`src/rtl/uart_pkg.sv`:
```
// uart_pkg: shared types and constants for the UART receive path.
// Contents: uart_rx_state_t (receiver FSM states), UART_DATA_W (byte width),
//           UART_CLKS_PER_BIT (default bit period: 40 MHz / 115200 baud).
package uart_pkg;

    localparam int UART_DATA_W       = 8;
    localparam int UART_CLKS_PER_BIT = 347;

    typedef enum logic [2:0] {
        IDLE,
        START,
        DATA,
        STOP,
        WAIT_HI
    } uart_rx_state_t;

endpackage

```
`src/rtl/uart_rx_fifo.sv`:
```
// uart_rx_fifo: generic synchronous first-word-fall-through FIFO.
// Ports: clk, rst_n (async active-low), push_i/data_i (write side),
//        pop_i (read side), data_o (head entry, combinational from storage),
//        full_o, empty_o, count_o (entries held, 0..DEPTH).
// A push while full is accepted only when a pop happens in the same cycle;
// a pop while empty is ignored.
module uart_rx_fifo #(
    parameter int W     = 8,
    parameter int DEPTH = 8
) (
    input  logic                     clk,
    input  logic                     rst_n,
    input  logic                     push_i,
    input  logic [W-1:0]             data_i,
    input  logic                     pop_i,
    output logic [W-1:0]             data_o,
    output logic                     full_o,
    output logic                     empty_o,
    output logic [$clog2(DEPTH):0]   count_o
);

    localparam int AW = $clog2(DEPTH);

    logic [W-1:0] mem_q [DEPTH];
    logic [W-1:0] mem_d [DEPTH];
    logic [AW:0]  wr_q, wr_d, rd_q, rd_d;
    logic         do_push, do_pop;

    // Pointers carry one extra wrap bit so full and empty are distinguishable.
    always_comb begin
        count_o = wr_q - rd_q;
        empty_o = (count_o == '0);
        full_o  = (count_o == (AW+1)'(DEPTH));
        do_pop  = pop_i && !empty_o;
        do_push = push_i && (!full_o || do_pop);
        data_o  = mem_q[rd_q[AW-1:0]];
        mem_d   = mem_q;
        if (do_push) mem_d[wr_q[AW-1:0]] = data_i;
        wr_d = wr_q + (AW+1)'(do_push);
        rd_d = rd_q + (AW+1)'(do_pop);
    end

    always_ff @(posedge clk or negedge rst_n) begin
        if (!rst_n) begin
            wr_q <= '0;
            rd_q <= '0;
            for (int i = 0; i < DEPTH; i++) mem_q[i] <= '0;
        end else begin
            wr_q  <= wr_d;
            rd_q  <= rd_d;
            mem_q <= mem_d;
        end
    end

endmodule

```
`src/rtl/uart_rx_core.sv`:
```
// uart_rx_core: 8N1 UART receiver with framing check and receive buffer.
// Ports: clk, rst_n (async active-low), rx_i (raw serial line, idle high),
//        rx_data_o/rx_valid_o/rx_ready_i (FWFT byte handshake),
//        frame_err_o (1-cycle pulse on low stop bit),
//        overrun_o (1-cycle pulse when a good byte is dropped),
//        rx_count_o (bytes buffered), irq_o (level, equals rx_valid_o).
// Build option: define UART_RX_FIFO_EN for a FIFO_DEPTH-entry buffer;
// otherwise a single holding register is used and FIFO_DEPTH is ignored.
module uart_rx_core
    import uart_pkg::*;
#(
    parameter int CLKS_PER_BIT = UART_CLKS_PER_BIT,
    parameter int FIFO_DEPTH   = 8
) (
    input  logic                   clk,
    input  logic                   rst_n,
    input  logic                   rx_i,
    output logic [UART_DATA_W-1:0] rx_data_o,
    output logic                   rx_valid_o,
    input  logic                   rx_ready_i,
    output logic                   frame_err_o,
    output logic                   overrun_o,
    output logic [6:0]             rx_count_o,
    output logic                   irq_o
);

    localparam int CNT_W = $clog2(CLKS_PER_BIT);
    localparam logic [CNT_W-1:0] BIT_END  = CNT_W'(CLKS_PER_BIT - 1);
    localparam logic [CNT_W-1:0] HALF_END = CNT_W'(CLKS_PER_BIT / 2 - 1);

    uart_rx_state_t         state_q, state_d;
    logic [1:0]             sync_q, sync_d;
    logic [CNT_W-1:0]       cnt_q, cnt_d;
    logic [2:0]             idx_q, idx_d;
    logic [UART_DATA_W-1:0] shift_q, shift_d;
    logic                   frame_err_q, frame_err_d;
    logic                   overrun_q, overrun_d;
    logic                   rxs, push, pop, full;

    assign rxs = sync_q[1];

    always_comb begin
        sync_d      = {sync_q[0], rx_i};
        state_d     = state_q;
        cnt_d       = cnt_q + 1'b1;
        idx_d       = idx_q;
        shift_d     = shift_q;
        push        = 1'b0;
        frame_err_d = 1'b0;
        case (state_q)
            IDLE: begin
                if (!rxs) begin
                    cnt_d   = '0;
                    state_d = START;
                end
            end
            // Mid-start-bit check rejects short low glitches.
            START: begin
                if (cnt_q == HALF_END) begin
                    cnt_d   = '0;
                    idx_d   = '0;
                    state_d = rxs ? IDLE : DATA;
                end
            end
            DATA: begin
                if (cnt_q == BIT_END) begin
                    cnt_d   = '0;
                    shift_d = {rxs, shift_q[UART_DATA_W-1:1]};
                    idx_d   = idx_q + 3'd1;
                    if (idx_q == 3'd7) state_d = STOP;
                end
            end
            STOP: begin
                if (cnt_q == BIT_END) begin
                    cnt_d       = '0;
                    push        = rxs;
                    frame_err_d = !rxs;
                    state_d     = rxs ? IDLE : WAIT_HI;
                end
            end
            // Hold off until the line returns high so a break errors only once.
            WAIT_HI: begin
                if (rxs) state_d = IDLE;
            end
            default: state_d = IDLE;
        endcase
    end

    always_ff @(posedge clk or negedge rst_n) begin
        if (!rst_n) begin
            state_q     <= IDLE;
            sync_q      <= 2'b11;
            cnt_q       <= '0;
            idx_q       <= '0;
            shift_q     <= '0;
            frame_err_q <= 1'b0;
            overrun_q   <= 1'b0;
        end else begin
            state_q     <= state_d;
            sync_q      <= sync_d;
            cnt_q       <= cnt_d;
            idx_q       <= idx_d;
            shift_q     <= shift_d;
            frame_err_q <= frame_err_d;
            overrun_q   <= overrun_d;
        end
    end

    assign pop         = rx_valid_o && rx_ready_i;
    assign overrun_d   = push && full && !pop;
    assign frame_err_o = frame_err_q;
    assign overrun_o   = overrun_q;
    assign irq_o       = rx_valid_o;

`ifdef UART_RX_FIFO_EN
    logic                        empty;
    logic [$clog2(FIFO_DEPTH):0] fifo_count;

    uart_rx_fifo #(
        .W     (UART_DATA_W),
        .DEPTH (FIFO_DEPTH)
    ) u_fifo (
        .clk     (clk),
        .rst_n   (rst_n),
        .push_i  (push),
        .data_i  (shift_q),
        .pop_i   (rx_ready_i),
        .data_o  (rx_data_o),
        .full_o  (full),
        .empty_o (empty),
        .count_o (fifo_count)
    );

    assign rx_valid_o = !empty;
    assign rx_count_o = 7'(fifo_count);
`else
    logic [UART_DATA_W-1:0] data_q, data_d;
    logic                   valid_q, valid_d;
    logic                   accept;

    // Single-entry buffer: a new byte fits only if empty or popped this cycle.
    always_comb begin
        accept  = push && (!valid_q || pop);
        valid_d = accept || (valid_q && !pop);
        data_d  = accept ? shift_q : data_q;
    end

    always_ff @(posedge clk or negedge rst_n) begin
        if (!rst_n) begin
            data_q  <= '0;
            valid_q <= 1'b0;
        end else begin
            data_q  <= data_d;
            valid_q <= valid_d;
        end
    end

    assign full       = valid_q;
    assign rx_data_o  = data_q;
    assign rx_valid_o = valid_q;
    assign rx_count_o = {6'b0, valid_q};
`endif

endmodule

```
`config.mk`:
```
export PLATFORM = sky130hd
export DESIGN_NAME = uart_rx_core
export DESIGN_NICKNAME = d
export VERILOG_FILES = /design/src/rtl/uart_pkg.sv /design/src/rtl/uart_rx_fifo.sv /design/src/rtl/uart_rx_core.sv
export SDC_FILE = /design/constraint.sdc
export NUM_CORES = 1
export LEC_CHECK = 0
export BUFFER_PORTS_ARGS = -buffer_cell sky130_fd_sc_hd__buf_2
export CAP_MARGIN = 20
export CELL_PAD_IN_SITES_DETAIL_PLACEMENT = 1
export CELL_PAD_IN_SITES_GLOBAL_PLACEMENT = 2
export CORE_ASPECT_RATIO = 2
export CORE_UTILIZATION = 33
export DETAILED_ROUTE_END_ITERATION = 10
export PLACE_DENSITY = 0.78
export SETUP_SLACK_MARGIN = 0.4
export SLEW_MARGIN = 15
export SYNTH_ARGS = -nofsm -noshare
export SYNTH_HDL_FRONTEND = slang
export SYNTH_SLANG_ARGS = --single-unit
export TNS_END_PERCENT = 10
```
`constraint.sdc`:
```
create_clock -name clk -period 1.7 [get_ports clk]
set_input_delay 0.34 -clock clk [delete_from_list [all_inputs] [get_ports clk]]
set_output_delay 0.34 -clock clk [all_outputs]
set_load 0.1 [all_outputs]
```
==> Word level (Yosys, flattened, before mapping) <==
Cells that the tools add are included.
{ "classes": {"add_sub_neg": 2, "n_eq_ne": 13, "n_mux": 20, "reduce_logical": 16} }
{ "op_table": {"columns": ["op", "count"], "rows": [
  ["$mux W3", 9],
  ["$mux W9", 3],
  ["$pmux W9 S3", 1],
  ["$pmux W3 S5", 1],
  ["$ne A2 B2 Y1 const B", 6],
  ["$add A9 B1 Y9 const B", 1],
  ["$eq A9 B8 Y1 const B", 1],
  ["$eq A9 B9 Y1 const B", 1],
  ["$eq A3 B2 Y1 const B", 2],
  ["$eq A3 B3 Y1 const B", 2],
  ["$pmux W3 S2", 1],
  ["$reduce_and A6 Y1", 1],
  ["$logic_and A1 B1 Y1", 5],
  ["$mux W1", 4],
  ["$add A3 B1 Y3 const B", 1],
  ["$eq A3 B1 Y1 const B", 1],
  ["$logic_not A1 Y1", 3],
  ["$logic_not A3 Y1", 1],
  ["$reduce_and A3 Y1", 1],
  ["$logic_or A1 B1 Y1", 2],
  ["$mux W2", 1],
  ["$reduce_and A2 Y1", 1],
  ["$reduce_bool A2 Y1", 1],
  ["$reduce_or A2 Y1", 1]
]} }
{ "totals": {"reg_bits": 36, "in_bits": 4, "out_inout_bits": 19, "elab_cells": 60} }

==> Longest topological paths before layout <==
{ "logic_depth": {"word_depth": 5, "mapped_depth": 8, "ltp_nobuf": 6} }

==> Least setup slack after synthesis <==
Ideal clock, no wire load.
{ "synth_path": {"kind": "register to register", "start": "register valid_q, in the netlist irq_o", "end": "register data_q[0], in the netlist rx_data_o[0]", "setup_time_ns": 0.125, "arrival_time_ns": 1.743, "t_required_ns": 1.575, "slack_ns": -0.169, "stages_incl_launch_ff": 4, "path_buffers": 0, "period_less_slack_ns": 1.869, "cell_sequence": "dfrtp_1 -> nor2b_1 -> nor3_4 -> mux2_2"} }
{ "synth_via": {"elab_chain_cells": 3, "word_cells_on_any_way": 4, "classes_between": "4 x reduce/logical"} }
{ "synth_lines": {"columns": ["element", "line", "source"], "rows": [
  ["start: declaration", "uart_rx_core.sv:138", "logic valid_q, valid_d;"],
  ["start signal: assignment", "uart_rx_core.sv:154", "valid_q <= valid_d;"],
  ["$logic_not A1 Y1 or $logic_and A1 B1 Y1 (tied branches)", "uart_rx_core.sv:143, uart_rx_core.sv:109", null],
  ["$logic_or A1 B1 Y1 (*)", "uart_rx_core.sv:143", "accept = push && (!valid_q || pop);"],
  ["$logic_and A1 B1 Y1 (*)", "uart_rx_core.sv:143", null],
  ["end signal: assignment", "uart_rx_core.sv:153", "data_q <= data_d;"],
  ["end: declaration", "uart_rx_core.sv:137", "logic [UART_DATA_W-1:0] data_q, data_d;"]
]} }
Mark *: on every way between the ends. The rest lies on a longest branch, timed or not.
A chain may end at the register's enable or synchronous reset.

==> Worst setup path after layout <==
{ "layout_path": {"start": "register cnt_q[0]", "end": "register data_q[0], in the netlist rx_data_o[0]"} }
{ "layout_via": {"elab_chain_cells": 4} }
{ "layout_lines": {"columns": ["element", "line", "source"], "rows": [
  ["start: declaration", "uart_rx_core.sv:33", "logic [CNT_W-1:0] cnt_q, cnt_d;"],
  ["start signal: assignment", "uart_rx_core.sv:101", "cnt_q <= cnt_d;"],
  ["$eq A9 B9 Y1", "uart_rx_core.sv:74", "if (cnt_q == BIT_END) begin"],
  ["$mux W1", "uart_rx_core.sv:74", null],
  ["$mux W1", "uart_rx_core.sv:50", "case (state_q)"],
  ["$logic_and A1 B1 Y1", "uart_rx_core.sv:143", null]
]} }
Every way passes these cells.

==> reports/qor.txt <==
RSZ-0062 raised after global routing -> true
WL final -> 3.80 mm
Largest cells by area after synthesis -> dfrtp_1, mux2_2, nand2_1
Core Area -> 0.00491 mm²
CTS Buffer Depth -> 2
Antenna diode count -> 0
CTS sink cnt -> 36
CP Class -> flop to flop
Total power -> 1720 µW
Peak VDD IR -> 0.587 mV
Rows -> 36
Sw frac -> 24.2%
Multi-input logic area -> 722 µm²
Leakage -> 0.00113 µW
Initial antenna violation count -> 0
Violated checks -> negative setup slack
Pins Over Slew Limit -> 0
First-pass GRT wire length -> 6.25 mm
# port buffers -> 16
Fin util -> 45.9%
Fin. Hold Viols -> 0
Count leader, synth -> dfrtp_1
Pwr Density -> 764 mW/mm²
CTS H-tree depth -> 2
Synthesized area -> 0.00170 mm²
CTS tree -> done
Number of synthesized flops with an enable pin -> 0
Post-DRT Antenna Nets -> 0
Setup Viol. Count Final -> 25
Critical Path Start Type -> flop
Die area -> 0.00546 mm²
Hold Crit Class -> primary input to flop
Final period utilization -> 106%
Avg WL per Cell -> 15.1 µm
Die Y -> 103 µm
Warnings, synthesis -> 0
Vias -> 1,232
Sequential share of power -> 50.1%
Status -> finished, violations left
Leading area contributor after synthesis -> dfrtp_1
Netlist cell types -> 38
Max Fclk -> 555 MHz
Initial Util -> 34.6%
Commonest cells post-synth -> dfrtp_1, nand2_1, nor2_1
Worst setup path endpoint -> rx_data_o[0]
Nets -> 202
Comb pwr share -> 5.3%
Placer Congestion -> 0.710
Total track usage -> 16.1%
#FFs+latches synth -> 36
I/O pin total -> 23
Reg-to-reg setup timing slack -> -0.10 ns
Gr ovfl total -> 0
Primary FF master, synth -> dfrtp_1
Syn-to-layout area delta -> 32.5%
Switching power -> 415 µW
Post-synth ARST share -> 100%
Max cap viols -> 0
Reg clk slew, reported paths -> 0.07 ns
Worst Skew -> 0.00852 ns
Clk pwr share -> 44.6%
Pre-antenna DRT Iters -> 2
Reg area -> 905 µm²
Period minus WS final -> 1.80 ns
Worst EP required -> 1.89 ns
Sum of negative setup slack -> -1.52 ns
Post-synthesis sequential area ratio -> 53.2%
Iter 0 DRT Violations -> 8
Worst-Skew Late Latency -> 0.30 ns
Post-Syn Area per Cell -> 11.3 µm²
Chip width -> 52.7 µm
Crit end category -> flop
Synth Instances -> 150
Vias in the first global route -> 1,333
Setup ws final -> -0.102 ns
DRC violations left -> 0
Worst R2R End -> rx_data_o[0]
Largest net degree at the start of global routing -> 20
Internal power -> 1300 µW
Crit path from -> cnt_q[0]
Synth top area share -> 50.1%
Fill count -> 529
Worst R2R Start -> cnt_q[0]
Largest fanout on the critical path -> 8
Routed vias/inst -> 4.91
Root Driver -> clkbuf_8
Num CTS Buffers -> 5
Crit path DAT -> 1.99 ns
Share of cells above drive strength 1 -> 37.1%
Reg2Reg Depth -> 7
Post-DP HPWL -> 2.84 mm
[worst min path at each step]
stage	from	to	slack (ns)	depth (start not counted)
4_1_cts	rx_i	sync_q[0]	0.13	1
3_5_place_dp	rst_n	shift_q[2]	0.30	1
6_report	rx_i	sync_q[0]	0.14	1
5_1_grt	rx_i	sync_q[0]	0.13	1
3_3_place_gp	rst_n	shift_q[2]	0.30	1
2_1_floorplan	rst_n	cnt_q[0]	0.04	0
[metrics by stage]
stage,setup WS [ns],area [µm²],hold WS [ns],std cells
after floorplan,-0.118,1720,0.0444,155
final,-0.102,2250,0.136,251
after CTS,-0.136,2180,0.127,249
after global placement,-0.0675,1990,0.295,238
after detailed placement,-0.161,1990,0.305,238
after global routing,-0.199,2250,0.129,251
[state kept, by name (all words and copies together), names as in the netlist]
signal and count:
irq_o 1, frame_err_o 1, sync_q 2, idx_q 3
cnt_q 9, state_q 3, rx_data_o 8, shift_q 8
overrun_o 1
[power groups by stage]
stage | sequential (µW) | combinational (µW) | clock [µW]
detailed placement | 878 | 90.8 | 0
global placement | 877 | 89.2 | 0
CTS | 861 | 92.8 | 781
finish | 861 | 91.5 | 768
floorplan | 879 | 70.8 | 0
global route | 861 | 97.7 | 820
[area by class of cell]
cell class | count | area share, %
Clock inverter | 3 | 1.89
Tap cell | 57 | 3.17
Timing Repair Buffer | 43 | 19.0
Multi-Input combinational cell | 103 | 32.1
Inverter | 4 | 0.667
Sequential cell | 36 | 40.2
Clock buffer | 5 | 3.06
[routing by layer]
layer	part of all wire (%)	global-route usage, %	wire length, µm	vias to the layer above
met5	0	0	0	-
met4	2.5	7.89	93	0
met3	2.3	3.95	86	8
met2	60	29.9	2280	17
met1	35	15.8	1330	629
li1	-	-	-	578
[logic make-up after synthesis]
| logic type | synth area share, % |
|---|---|
| compound gates | 6.41 |
| other cells | 0.221 |
| xor+xnor | 3.61 |
| fa+ha+maj | 3.68 |
| flops | 53.2 |
| simple gates | 20.9 |
| buf+inv | 6.04 |
| mux | 5.96 |
[layout by cell type (no fill, tap or decap), drive strengths merged]
cell type / count
buf: 42
dfrtp: 34
nand2: 25
nor2: 11
mux2: 9
xor2: 6
conb: 6
nand3: 6
and3: 5
ha: 5
clkbuf: 5
nor2b: 4
inv: 4
a21oi: 3
a31oi: 2
and4b: 2
and2: 2
a22o: 2
dfstp: 2
nand4: 2
nor3b: 1
nand2b: 1
and4bb: 1
a2111oi: 1
xnor2: 1
and4: 1
a21o: 1
nor3: 1
a41oi: 1
or3b: 1
a311oi: 1
nand4b: 1
o21ai: 1
bufinv: 1
clkinv: 1
clkinvlp: 1
dlygate4sd3: 1
[what timing repair did]
action / 4_1_cts / 5_1_grt
cloned: 0 / 0
hold buffers: 1 / 0
pin swaps: 0 / 3
setup buffers: 2 / 2
gates resized for setup: 23 / 14
endpoints found under the setup margin: 47 / 44
hold endpoints to repair: 15 / 0
[critical path: stages, from the launching register on]
cell     delay [ns]
dfrtp_1        0.40
inv_2          0.07
ha_1           0.14
and4b_2        0.31
nand4_4        0.12
nor3_4         0.18
buf_12         0.15
mux2_2         0.32
Note: power is estimated with default switching activity, not from simulation.
